File: src/rtl/debounce_edge.sv
// -----------------------------------------------------------------------------
// debounce_edge
//
// Debouncer and edge detector for a level that has already passed through the
// two-flop synchronizer. A change of the input is only accepted after it has
// been sampled at the new value on STABLE_CYCLES consecutive rising edges.
// Once accepted, the block updates a clean level, emits a single-cycle
// rise/fall pulse and (optionally) counts accepted rising edges.
//
// Parameters
//   STABLE_CYCLES : consecutive identical samples needed to accept a change
//                   (must be >= 2)
//   COUNT_W       : width of the presses counter
//
// Ports
//   clk     : clock, all state updates on the rising edge
//   reset   : asynchronous, active-high reset
//   d       : synchronized raw level (no further synchronization here)
//   level   : debounced level
//   rise    : one-cycle pulse when level goes 0 -> 1
//   fall    : one-cycle pulse when level goes 1 -> 0
//   busy    : high while a candidate change is being qualified
//   presses : count of accepted rising edges, wraps modulo 2**COUNT_W
//
// Build option
//   DEBOUNCE_COUNT_EN : when defined, the presses counter is built; when
//                       undefined, no counter flops exist and presses is 0.
// -----------------------------------------------------------------------------
module debounce_edge #(
  parameter int STABLE_CYCLES = 4,
  parameter int COUNT_W       = 8
) (
  input  logic               clk,
  input  logic               reset,
  input  logic               d,
  output logic               level,
  output logic               rise,
  output logic               fall,
  output logic               busy,
  output logic [COUNT_W-1:0] presses
);

  localparam int                CNT_W    = $clog2(STABLE_CYCLES + 1);
  localparam logic [CNT_W-1:0]  CNT_ONE  = CNT_W'(1);
  localparam logic [CNT_W-1:0]  CNT_LAST = CNT_W'(STABLE_CYCLES - 1);

  typedef enum logic [1:0] {
    LOW       = 2'd0,
    WAIT_HIGH = 2'd1,
    HIGH      = 2'd2,
    WAIT_LOW  = 2'd3
  } state_t;

  state_t           state;
  state_t           state_next;
  logic [CNT_W-1:0] cnt;
  logic [CNT_W-1:0] cnt_next;
  logic             accept_rise;
  logic             accept_fall;

  // Next-state logic. cnt counts samples already seen at the candidate value,
  // so entering a WAIT state loads 1 and the change is accepted when the
  // STABLE_CYCLES-th matching sample arrives (cnt == STABLE_CYCLES-1).
  always_comb begin
    // NOTE: every output of this block is given a default first so that no
    // path through the case leaves a signal unassigned and infers a latch.
    state_next  = state;
    cnt_next    = '0;
    accept_rise = 1'b0;
    accept_fall = 1'b0;

    case (state)
      LOW: begin
        if (d) begin
          state_next = WAIT_HIGH;
          cnt_next   = CNT_ONE;
        end
      end

      WAIT_HIGH: begin
        if (!d) begin
          state_next = LOW;
        end else if (cnt == CNT_LAST) begin
          state_next  = HIGH;
          accept_rise = 1'b1;
        end else begin
          cnt_next = cnt + CNT_ONE;
        end
      end

      HIGH: begin
        if (!d) begin
          state_next = WAIT_LOW;
          cnt_next   = CNT_ONE;
        end
      end

      WAIT_LOW: begin
        if (d) begin
          state_next = HIGH;
        end else if (cnt == CNT_LAST) begin
          state_next  = LOW;
          accept_fall = 1'b1;
        end else begin
          cnt_next = cnt + CNT_ONE;
        end
      end

      default: begin
        state_next = LOW;
      end
    endcase
  end

  // State, counter and registered outputs. level and busy are decodes of the
  // next state captured in flops, so they are glitch-free and line up exactly
  // with the state they describe. rise/fall load the one-cycle accept strobes
  // and therefore clear on the following edge by construction.
  // NOTE: reset is asynchronous; the sensitivity list includes posedge reset
  // so outputs clear immediately, including a pulse that is in flight.
  always_ff @(posedge clk or posedge reset) begin
    if (reset) begin
      state <= LOW;
      cnt   <= '0;
      level <= 1'b0;
      rise  <= 1'b0;
      fall  <= 1'b0;
      busy  <= 1'b0;
    end else begin
      // NOTE: sequential state uses non-blocking assignments so every flop
      // samples the pre-edge values regardless of statement order.
      state <= state_next;
      cnt   <= cnt_next;
      level <= (state_next == HIGH) || (state_next == WAIT_LOW);
      busy  <= (state_next == WAIT_HIGH) || (state_next == WAIT_LOW);
      rise  <= accept_rise;
      fall  <= accept_fall;
    end
  end

`ifdef DEBOUNCE_COUNT_EN
  // Wrapping count of accepted rising edges; all-ones rolls over to zero.
  logic [COUNT_W-1:0] press_cnt;

  always_ff @(posedge clk or posedge reset) begin
    if (reset) begin
      press_cnt <= '0;
    end else if (accept_rise) begin
      press_cnt <= press_cnt + COUNT_W'(1);
    end
  end

  assign presses = press_cnt;
`else
  assign presses = '0;
`endif

endmodule
File: config.mk
export PLATFORM = sky130hd
export DESIGN_NAME = debounce_edge
export DESIGN_NICKNAME = d
export VERILOG_FILES = /design/src/rtl/debounce_edge.sv
export SDC_FILE = /design/constraint.sdc
export NUM_CORES = 1
export LEC_CHECK = 0
export CAP_MARGIN = 20
export CORE_AREA = 4 4 41 43
export DETAILED_ROUTE_END_ITERATION = 7
export DIE_AREA = 0 0 45 47
export SYNTH_ARGS = -nofsm -noshare
export SYNTH_HDL_FRONTEND = slang
export SYNTH_SLANG_ARGS = --single-unit
File: constraint.sdc
create_clock -name clk -period 2.7 [get_ports clk]
set_clock_uncertainty 0.05 [all_clocks]
set_input_delay 0.54 -clock clk [delete_from_list [all_inputs] [get_ports clk]]
set_output_delay 0.54 -clock clk [all_outputs]
set_load 0.1 [all_outputs]
==> impl_metrics.csv, run 1 <==
group,metric,value,unit
run_status,status,"completed",
route,drt-pass1-iter-count,4,
worst_setup_path,critPathMaxFanout,5,
worst_setup_path,end_kind,"output port",
clocking,cts_root_buffer,"clkbuf_4",
final_layout,final_core_util,0.3327,
sta,hold_slack,0.4733,ns
worst_setup_path,reg2reg_setup_slack,1.40,ns
sta,setup_ws,1.149,ns
clocking,htree_levels,1,
synth,synth_common_cells,"buf_4, dfrtp_1, and2_1, nor3b_1",
clocking,post_cts_buffers,0,
clocking,clk_pin_slew,0.05,ns
synth,yosys.area.top_type,"dfrtp_1",
worst_setup_path,crit_slowest_cell,"dfrtp_1",
route,wl,541,µm
job,drv_cap,0,
route,viasPerCell,3.759,
worst_setup_path,critPathBufInv,1,
power,vdd_drop_max,416.4,µV
floorplan,ios,15,
floorplan,core,0.001301,mm²
grt,antenna_found_initial,0,
clocking,clockBufferDepth,2,
synth,synth_seq_cells,8,
worst_setup_path,start_kind,"flop",
synth,avgSynthCellArea,12.11,µm²
final_layout,syn_to_final_growth,15.33,%
final_layout,fin_area,432.9,µm²
sta,setup_violations,0,
power,p_per_area,1262,mW/mm²
final_layout,antenna-diode-count,0,
power,p_total,546.4,µW
synth,synth_warnings,0,
synth,synthArstFlopShare,1.000,
synth,synth_area_leaders,"dfrtp_1, buf_4, and2_1",
clocking,worstSkewPairLatency,0.25,ns
place,numPlacedInstances,51,
clocking,numCtsBuffers,3,
synth,synth-seq-area-share,0.5333,
worst_setup_path,cp.required,2.11,ns
sta,grt_setup_unrepaired,"false",
worst_setup_path,worstReg2RegEnd,"level",
worst_setup_path,critical_path.max_stage_delay,0.40,ns
final_layout,instances_no_fill,54,
route,vias,203,
worst_setup_path,path_cells,"buf_4",
worst_setup_path,critPathTopFamily,"flip-flops",
floorplan,die_area,0.002115,mm²
place,post_dp_cell_area,410.4,µm²
sta,fin_crit_sh,0.5744,
grt,grt_pass1_wl,807,µm
place,preCtsSetupSlack,1.022,ns
clocking,cts_tree,"built",
route,wl_per_cell,10.02,µm
worst_setup_path,crit_end,"level",
floorplan,die_w,45,µm
worst_setup_path,critPathLaunch,"level",
route,drc_errors,0,
sta,slew_viol_final,0,
clocking,clkSinkCount,8,
clocking,ctsHoldBuffers,0,
clocking,ctsResizeCount,0,
floorplan,start_util,0.2885,
final_layout,drive_above_1_share,0.2564,
floorplan,die-height,47,µm
synth,synth_top_area_frac,0.5333,
grt,grt_max_degree,9,
grt,overflow,0,
worst_setup_path,crit-reg2reg-launch,"cnt[0]",
synth,yosysUniqueCellTypes,14,
synth,ys.flop_type,"dfrtp_1",
sta,hold_violations,0,
grt,grt_pass1_vias,179,
synth,postSynthCellCount,31,
sta,tns,0,ns
synth,synth_edf_count,0,
place,io_buffers,6,
sta,fin_crit,1.551,ns
route,detail-route-antenna-nets,0,
floorplan,std_cell_rows,13,
synth,syn_area,375.4,µm²
place,gp_congestion,0.6400,
final_layout,layout.nets,45,
worst_hold_path,hold_class,"flop to flop",
grt,grt_usage,0.06220,
route,dr.first_iter.drc_count,1,
worst_setup_path,arrival,0.96,ns
sta,clock.fmax,644.8,MHz
worst_setup_path,crit_cells,1,
worst_setup_path,reg2regPathDepth,4,
worst_setup_path,crit_type,"flop to output port",
power,power.leakage,0.2208,nW
## cell families (layout without fill, tap and decap cells)
kind of cell	count (synthesis)	in the layout	synth area share
simple gates	9	9	0.1867
buf+inv	9	10	0.1700
flops	8	8	0.5333
fa+ha+maj	1	1	0.03333
other cells	1	8	0.009990
compound gates	1	1	0.01332
xor+xnor	1	1	0.02334
mux	1	1	0.03000
## sequential cells by signal, summed over array words and instances (netlist names)
name   count
cnt        3
busy       1
fall       1
level      1
rise       1
state      1
## layout by cell type (no fill, tap or decap)
master / netlist / final
mux2_2: 1 / 1
xor2_1: 1 / 1
clkdlybuf4s50_1: 0 / 2
clkbuf_4: 0 / 3
nor3b_1: 2 / 2
inv_1: 1 / 1
and2_1: 3 / 3
o21ai_0: 1 / 1
nand2_2: 1 / 1
ha_1: 1 / 1
and3_1: 1 / 1
conb_1: 1 / 8
dfrtp_1: 8 / 8
nor2b_4: 1 / 1
and4b_1: 1 / 1
buf_4: 8 / 4
## layout make-up
| class | instances | area, µm² |
|---|---|---|
| Timing Repair Buffer | 6 | 50.05 |
| Fill cell | 130 | 868.3 |
| Inverter | 1 | 3.754 |
| Multi-Input combinational cell | 21 | 137.6 |
| Sequential cell | 8 | 200.2 |
| Clock buffer | 3 | 22.52 |
| Tap cell | 15 | 18.77 |
## how the worst min path moves through the flow
stage | endpoint | startpoint | cells after the start | slack [ns]
after detailed placement | rise | level | 1 | 0.48
after global placement | rise | level | 1 | 0.45
after global routing | rise | level | 1 | 0.50
after floorplan | busy | reset | 1 | 0.31
after CTS | fall | reset | 2 | 0.48
final | rise | level | 1 | 0.47
## layer usage
| metal | vias up | share of wire | GRT usage |
|---|---|---|---|
| met1 | 90 | 0.44 | 0.06075 |
| met5 | - | 0 | 0 |
| met2 | 12 | 0.41 | 0.08757 |
| met4 | 0 | 0 | 0.01754 |
| li1 | 101 | - | - |
| met3 | 0 | 0.14 | 0.06897 |
## report_power, final
| group | switching, mW | total, mW | internal (mW) | leakage [nW] |
|---|---|---|---|---|
| Combinational | 0.211 | 0.277 | 0.0652 | 0.104 |
| Sequential | 0.0255 | 0.185 | 0.159 | 0.103 |
| Clock | 0.0349 | 0.0853 | 0.0505 | 0.0138 |
No activity file was read; power rests on OpenSTA's default activity.
==> inputs of run 2 (changes only) <==
- clock period: 2.7 -> 1.55 ns (I/O delays scaled with it)
==> run 2 against run 1 <==
Clock power up 110%; final cell count up 1.9%; core utilization up 4.2 points; flip-flop and latch count unchanged; critical path type is now flop to flop; die area unchanged; critical path depth up 3; non-clock buffer count unchanged; wire length down 9.6%; worst hold slack worse by 0.23 ns; sequential power up 83%; largest cell class unchanged; worst setup slack worse by 0.89 ns.
==> impl_metrics.csv, run 2 (synthesis results as in run 1) <==
group,metric,value,unit
worst_setup_path,start_kind,"flop",
grt,overflow,0,
sta,fin_crit,1.286,ns
clocking,clk_pin_slew,0.06,ns
worst_setup_path,crit-reg2reg-launch,"cnt[0]",
floorplan,core,0.001301,mm²
final_layout,final_cell_mix,"conb_1, dfrtp_1, buf_12, and2_1, clkbuf_4",
sta,fin_crit_sh,0.8300,
place,numPlacedInstances,51,
worst_setup_path,cp.required,1.65,ns
worst_setup_path,reg2regPathDepth,4,
route,dr.first_iter.drc_count,1,
worst_setup_path,crit_type,"flop to flop",
clocking,cts_tree,"built",
power,comb_power_share,0.518,
worst_setup_path,arrival,1.38,ns
worst_setup_path,crit_slowest_cell,"dfrtp_1",
route,vias,224,
sta,tns,0,ns
clocking,post_cts_buffers,0,
power,p_int,566.1,µW
floorplan,ios,15,
floorplan,die_w,45,µm
final_layout,fillerInstances,132,
worst_setup_path,worstReg2RegEnd,"level",
floorplan,std_cell_rows,13,
place,gp_congestion,0.6302,
sta,setup_violations,0,
floorplan,start_util,0.2885,
worst_setup_path,reg2reg_setup_slack,0.26,ns
clocking,ctsHoldBuffers,0,
final_layout,layout.nets,45,
clocking,htree_levels,1,
floorplan,die-height,47,µm
clocking,numCtsBuffers,3,
route,viasPerCell,4.073,
floorplan,die_area,0.002115,mm²
sta,slew_viol_final,0,
route,wl_per_cell,8.891,µm
grt,antenna_found_initial,0,
final_layout,final_common_cell,"conb_1",
final_layout,drive_above_1_share,0.2750,
grt,grt_max_degree,9,
clocking,worstSkewPairLatency,0.26,ns
power,p_sw_frac,0.4687,
power,p_per_area,2184,mW/mm²
sta,grt_setup_unrepaired,"false",
worst_setup_path,path_cells,"ha_1, nor2b_4, nand2_2, mux2_2",
run_status,status,"completed",
final_layout,instances_no_fill,55,
final_layout,top_register,"cnt",
place,post_dp_cell_area,461.7,µm²
worst_setup_path,critPathMaxFanout,5,
route,detail-route-antenna-nets,0,
job,drv_cap,0,
worst_setup_path,end_kind,"flop",
final_layout,syn_to_final_growth,30.00,%
clocking,cts_root_buffer,"clkbuf_4",
route,wl,489,µm
route,drc_errors,0,
sta,clock.fmax,777.3,MHz
clocking,clockBufferDepth,2,
worst_hold_path,hold_class,"primary input to async pin",
grt,grt_pass1_vias,217,
power,power.leakage,0.2355,nW
power,vdd_drop_max,1012,µV
grt,grt_usage,0.06464,
route,drt-pass1-iter-count,2,
final_layout,antenna-diode-count,0,
sta,hold_violations,0,
clocking,clkSinkCount,8,
power,pwr-share-clk,0.164,
power,p_switching,499.5,µW
worst_setup_path,critical_path.max_stage_delay,0.37,ns
final_layout,fin_area,488.0,µm²
power,seqPwrFrac,0.318,
clocking,ctsResizeCount,0,
place,io_buffers,6,
grt,grt_pass1_wl,876,µm
final_layout,largest_reg_flops,3,
## run 2: cell count changes in the layout (fill, tap and decap cells not counted)
cell	change
clkbuf_1	+1
dfrtp_2	+1
dfrtp_1	-1
buf_4	-4
buf_12	+4
## run 2: final cells by class
class	count	area (µm²)	area share
flip-flops and latches	8	201.4	0.4128
multi-input cells	21	137.6	0.2821
repair buffers	6	100.1	0.2051
clock buffers	4	26.28	0.05385
well taps	15	18.77	0.03846
inverters	1	3.754	0.007692
## run 2: power groups by stage
stage                     logic [mW]  registers, mW  clock network (mW)
after floorplan                0.208          0.532                   0
after global placement         0.553          0.341                   0
after detailed placement       0.555          0.343                   0
after CTS                      0.557          0.339               0.183
after global routing           0.588          0.348               0.195
final                          0.552          0.339               0.175
## run 2: routing by layer
| metal | track usage | wire length (µm) | vias to the layer above |
|---|---|---|---|
| met5 | 0 | 0 | - |
| met4 | 0.08772 | 31 | 0 |
| met3 | 0.02682 | 67 | 5 |
| met2 | 0.09322 | 211 | 12 |
| met1 | 0.06089 | 178 | 105 |
| li1 | - | - | 102 |
## run 2: worst max-delay path by stage
| stage | startpoint | endpoint | slack (ns) |
|---|---|---|---|
| floorplan | level | cnt[2] | 0.30 |
| global placement | d | cnt[2] | 0.05 |
| finish | cnt[0] | level | 0.26 |
| detailed placement | d | cnt[2] | 0.08 |
| CTS | cnt[0] | level | 0.25 |
| global route | cnt[0] | level | 0.20 |
## run 2: critical path: cells and delay by family, from the launching register on
kind / cells / cell delay [ns]
flip-flops: 1 / 0.37
multiplexers: 1 / 0.33
AND/OR/NAND/NOR: 2 / 0.23
adder cells (fa/ha/maj): 1 / 0.21
## run 2: metrics by stage
step | utilization | setup WS [ns] | power [mW] | hold slack (ns)
2_1_floorplan | - | 0.2953 | 0.7400 | 0.07559
3_3_place_gp | 0.3548 | 0.05097 | 0.8944 | 0.4628
3_5_place_dp | 0.3548 | 0.08393 | 0.8976 | 0.4638
4_1_cts | 0.3750 | 0.2506 | 1.079 | 0.2457
5_1_grt | 0.3750 | 0.1990 | 1.131 | 0.2627
6_report | 0.3750 | 0.2635 | 1.066 | 0.2385
==> inputs of run 3 (changes only) <==
- clock period: 1.55 -> 1.14 ns (I/O delays scaled with it)
==> run 3 against run 2 <==
The flow now finishes with violations (setup timing); sequential power increased by 39%; worst setup slack worse by 0.33 ns; clock-buffer cell count stayed put; critical path depth is 3 lower; flip-flop and latch count unchanged; worst hold slack lost 0.081 ns; via count grew 1.3%; first-iteration DRC count stayed put; non-clock buffer count is 3 higher; wire length rose by 22%; sequential share of layout area decreased by 4.5 points; combinational power rose by 66%; critical path type is now flop to output port; highest routed layer unchanged.
==> impl_metrics.csv, run 3 (synthesis results as in run 1) <==
group,metric,value,unit
place,dp_hpwl,446.9,µm
route,dr.first_iter.drc_count,1,
power,p_total,1.616,mW
place,post_dp_cell_area,496.7,µm²
worst_setup_path,start_kind,"flop",
route,drc_errors,0,
sta,setup_ws,-0.06911,ns
clocking,clockBufferDepth,2,
grt,overflow,0,
floorplan,die-height,47,µm
worst_setup_path,cp.required,0.86,ns
clocking,ctsHoldBuffers,0,
worst_setup_path,critical_path.max_stage_delay,0.50,ns
sta,slew_viol_final,0,
final_layout,layout.nets,48,
route,viasPerCell,3.914,
floorplan,std_cell_rows,13,
power,p_per_area,2864,mW/mm²
clocking,numCtsBuffers,3,
clocking,cts_root_buffer,"clkbuf_4",
worst_setup_path,critPathMaxFanout,2,
sta,clock.fmax,827.1,MHz
final_layout,antenna-diode-count,0,
worst_setup_path,end_kind,"output port",
final_layout,fin_area,564.3,µm²
grt,grt_usage,0.07428,
power,vdd_drop_max,905.3,µV
clocking,clkSinkCount,8,
route,vias,227,
job,drv_cap,0,
worst_hold_path,hold_class,"primary input to async pin",
sta,fin_crit,1.209,ns
worst_setup_path,reg2reg_setup_slack,-0.07,ns
sta,hold_violations,0,
final_layout,final_common_cell,"conb_1",
final_layout,syn_to_final_growth,50.33,%
final_layout,largest_reg_flops,3,
floorplan,die_area,0.002115,mm²
place,gp_congestion,0.5939,
grt,grt_pass1_vias,203,
floorplan,die_w,45,µm
worst_setup_path,arrival,0.93,ns
worst_setup_path,crit_type,"flop to output port",
grt,grt_pass1_wl,897,µm
sta,fin_crit_sh,1.061,
worst_setup_path,worstReg2RegEnd,"level",
clocking,clk_pin_slew,0.06,ns
floorplan,core,0.001301,mm²
route,wl,596,µm
run_status,status,"complete, but fails checks",
final_layout,final_cell_mix,"conb_1, dfrtp_1, buf_12, dfrtp_2, clkbuf_4",
worst_setup_path,path_cells,"buf_12",
sta,setup_violations,3,
clocking,worstSkewPairLatency,0.26,ns
worst_setup_path,crit_end,"level",
clocking,htree_levels,1,
sta,grt_setup_unrepaired,"true",
route,drt-pass1-iter-count,2,
worst_setup_path,crit-reg2reg-launch,"cnt[0]",
grt,grt_max_degree,9,
final_layout,top_register,"cnt",
final_layout,multi_input_area,177.7,µm²
worst_setup_path,crit_slowest_cell,"dfrtp_4",
floorplan,ios,15,
final_layout,fillerInstances,131,
final_layout,drive_above_1_share,0.5349,
floorplan,start_util,0.2885,
route,wl_per_cell,10.28,µm
worst_setup_path,critPathTopFamily,"flip-flops",
route,detail-route-antenna-nets,0,
worst_setup_path,critPathLaunch,"level",
place,io_buffers,6,
worst_setup_path,critPathBufInv,1,
run_status,violations,"setup timing",
worst_setup_path,crit_cells,1,
worst_setup_path,reg2regPathDepth,4,
clocking,cts_tree,"built",
grt,antenna_found_initial,0,
power,power.leakage,0.2614,nW
final_layout,regArea,207.7,µm²
==> run 3: cell types whose count changed in the layout (fill, tap and decap cells not counted), moves of 2 or more <==
| cell | change |
|---|---|
| nor3b_1 | -2 |
| dfrtp_2 | +2 |
| buf_6 | +2 |
| and2_1 | -2 |
| and2_4 | +2 |
| dfrtp_1 | -3 |
| nor3b_2 | +2 |
==> run 3: cell type report <==
class / count / area share
sequential: 8 / 0.3681
multi-input combinational: 21 / 0.3149
timing repair buffer: 9 / 0.2306
clock buffer: 4 / 0.04656
tap: 15 / 0.03326
inverter: 1 / 0.006652
==> run 3: worst min path at each step <==
| stage | to | start | cells after the start | slack (ns) |
|---|---|---|---|---|
| 6_report | level | reset | 2 | 0.16 |
| 5_1_grt | level | reset | 2 | 0.18 |
| 4_1_cts | level | reset | 2 | 0.16 |
| 3_5_place_dp | cnt[2] | reset | 2 | 0.44 |
| 3_3_place_gp | cnt[2] | reset | 2 | 0.44 |
| 2_1_floorplan | cnt[0] | reset | 1 | -0.007 |
==> run 3: where the power goes <==
group	switching, mW	internal [mW]
combinational	0.550	0.364
clock	0.0977	0.134
sequential	0.0765	0.393
==> run 3: what timing repair did <==
item                       4_1_cts  5_1_grt
pin swaps                        0        2
gates resized for setup          4        3
buffers inserted                 1        0
setup endpoints to repair        6       11
cloned                           0        0
==> run 3: metrics by stage <==
stage	cells	setup TNS, ns	util	hold WS [ns]	setup WS (ns)
after floorplan	38	-0.1346	-	-0.006525	-0.04447
after global placement	53	-0.8786	0.3817	0.4419	-0.1709
after detailed placement	53	-1.120	0.3817	0.4391	-0.2134
after CTS	58	-0.2400	0.4269	0.1564	-0.07169
after global routing	58	-0.3550	0.4337	0.1824	-0.09583
final	58	-0.1457	0.4337	0.1576	-0.06911
==> run 3: per-layer routing <==
layer | track usage | share of wire
met5 | 0 | 0
met4 | 0.1579 | 0.10
met3 | 0.02682 | 0.086
met2 | 0.1017 | 0.45
met1 | 0.05399 | 0.36
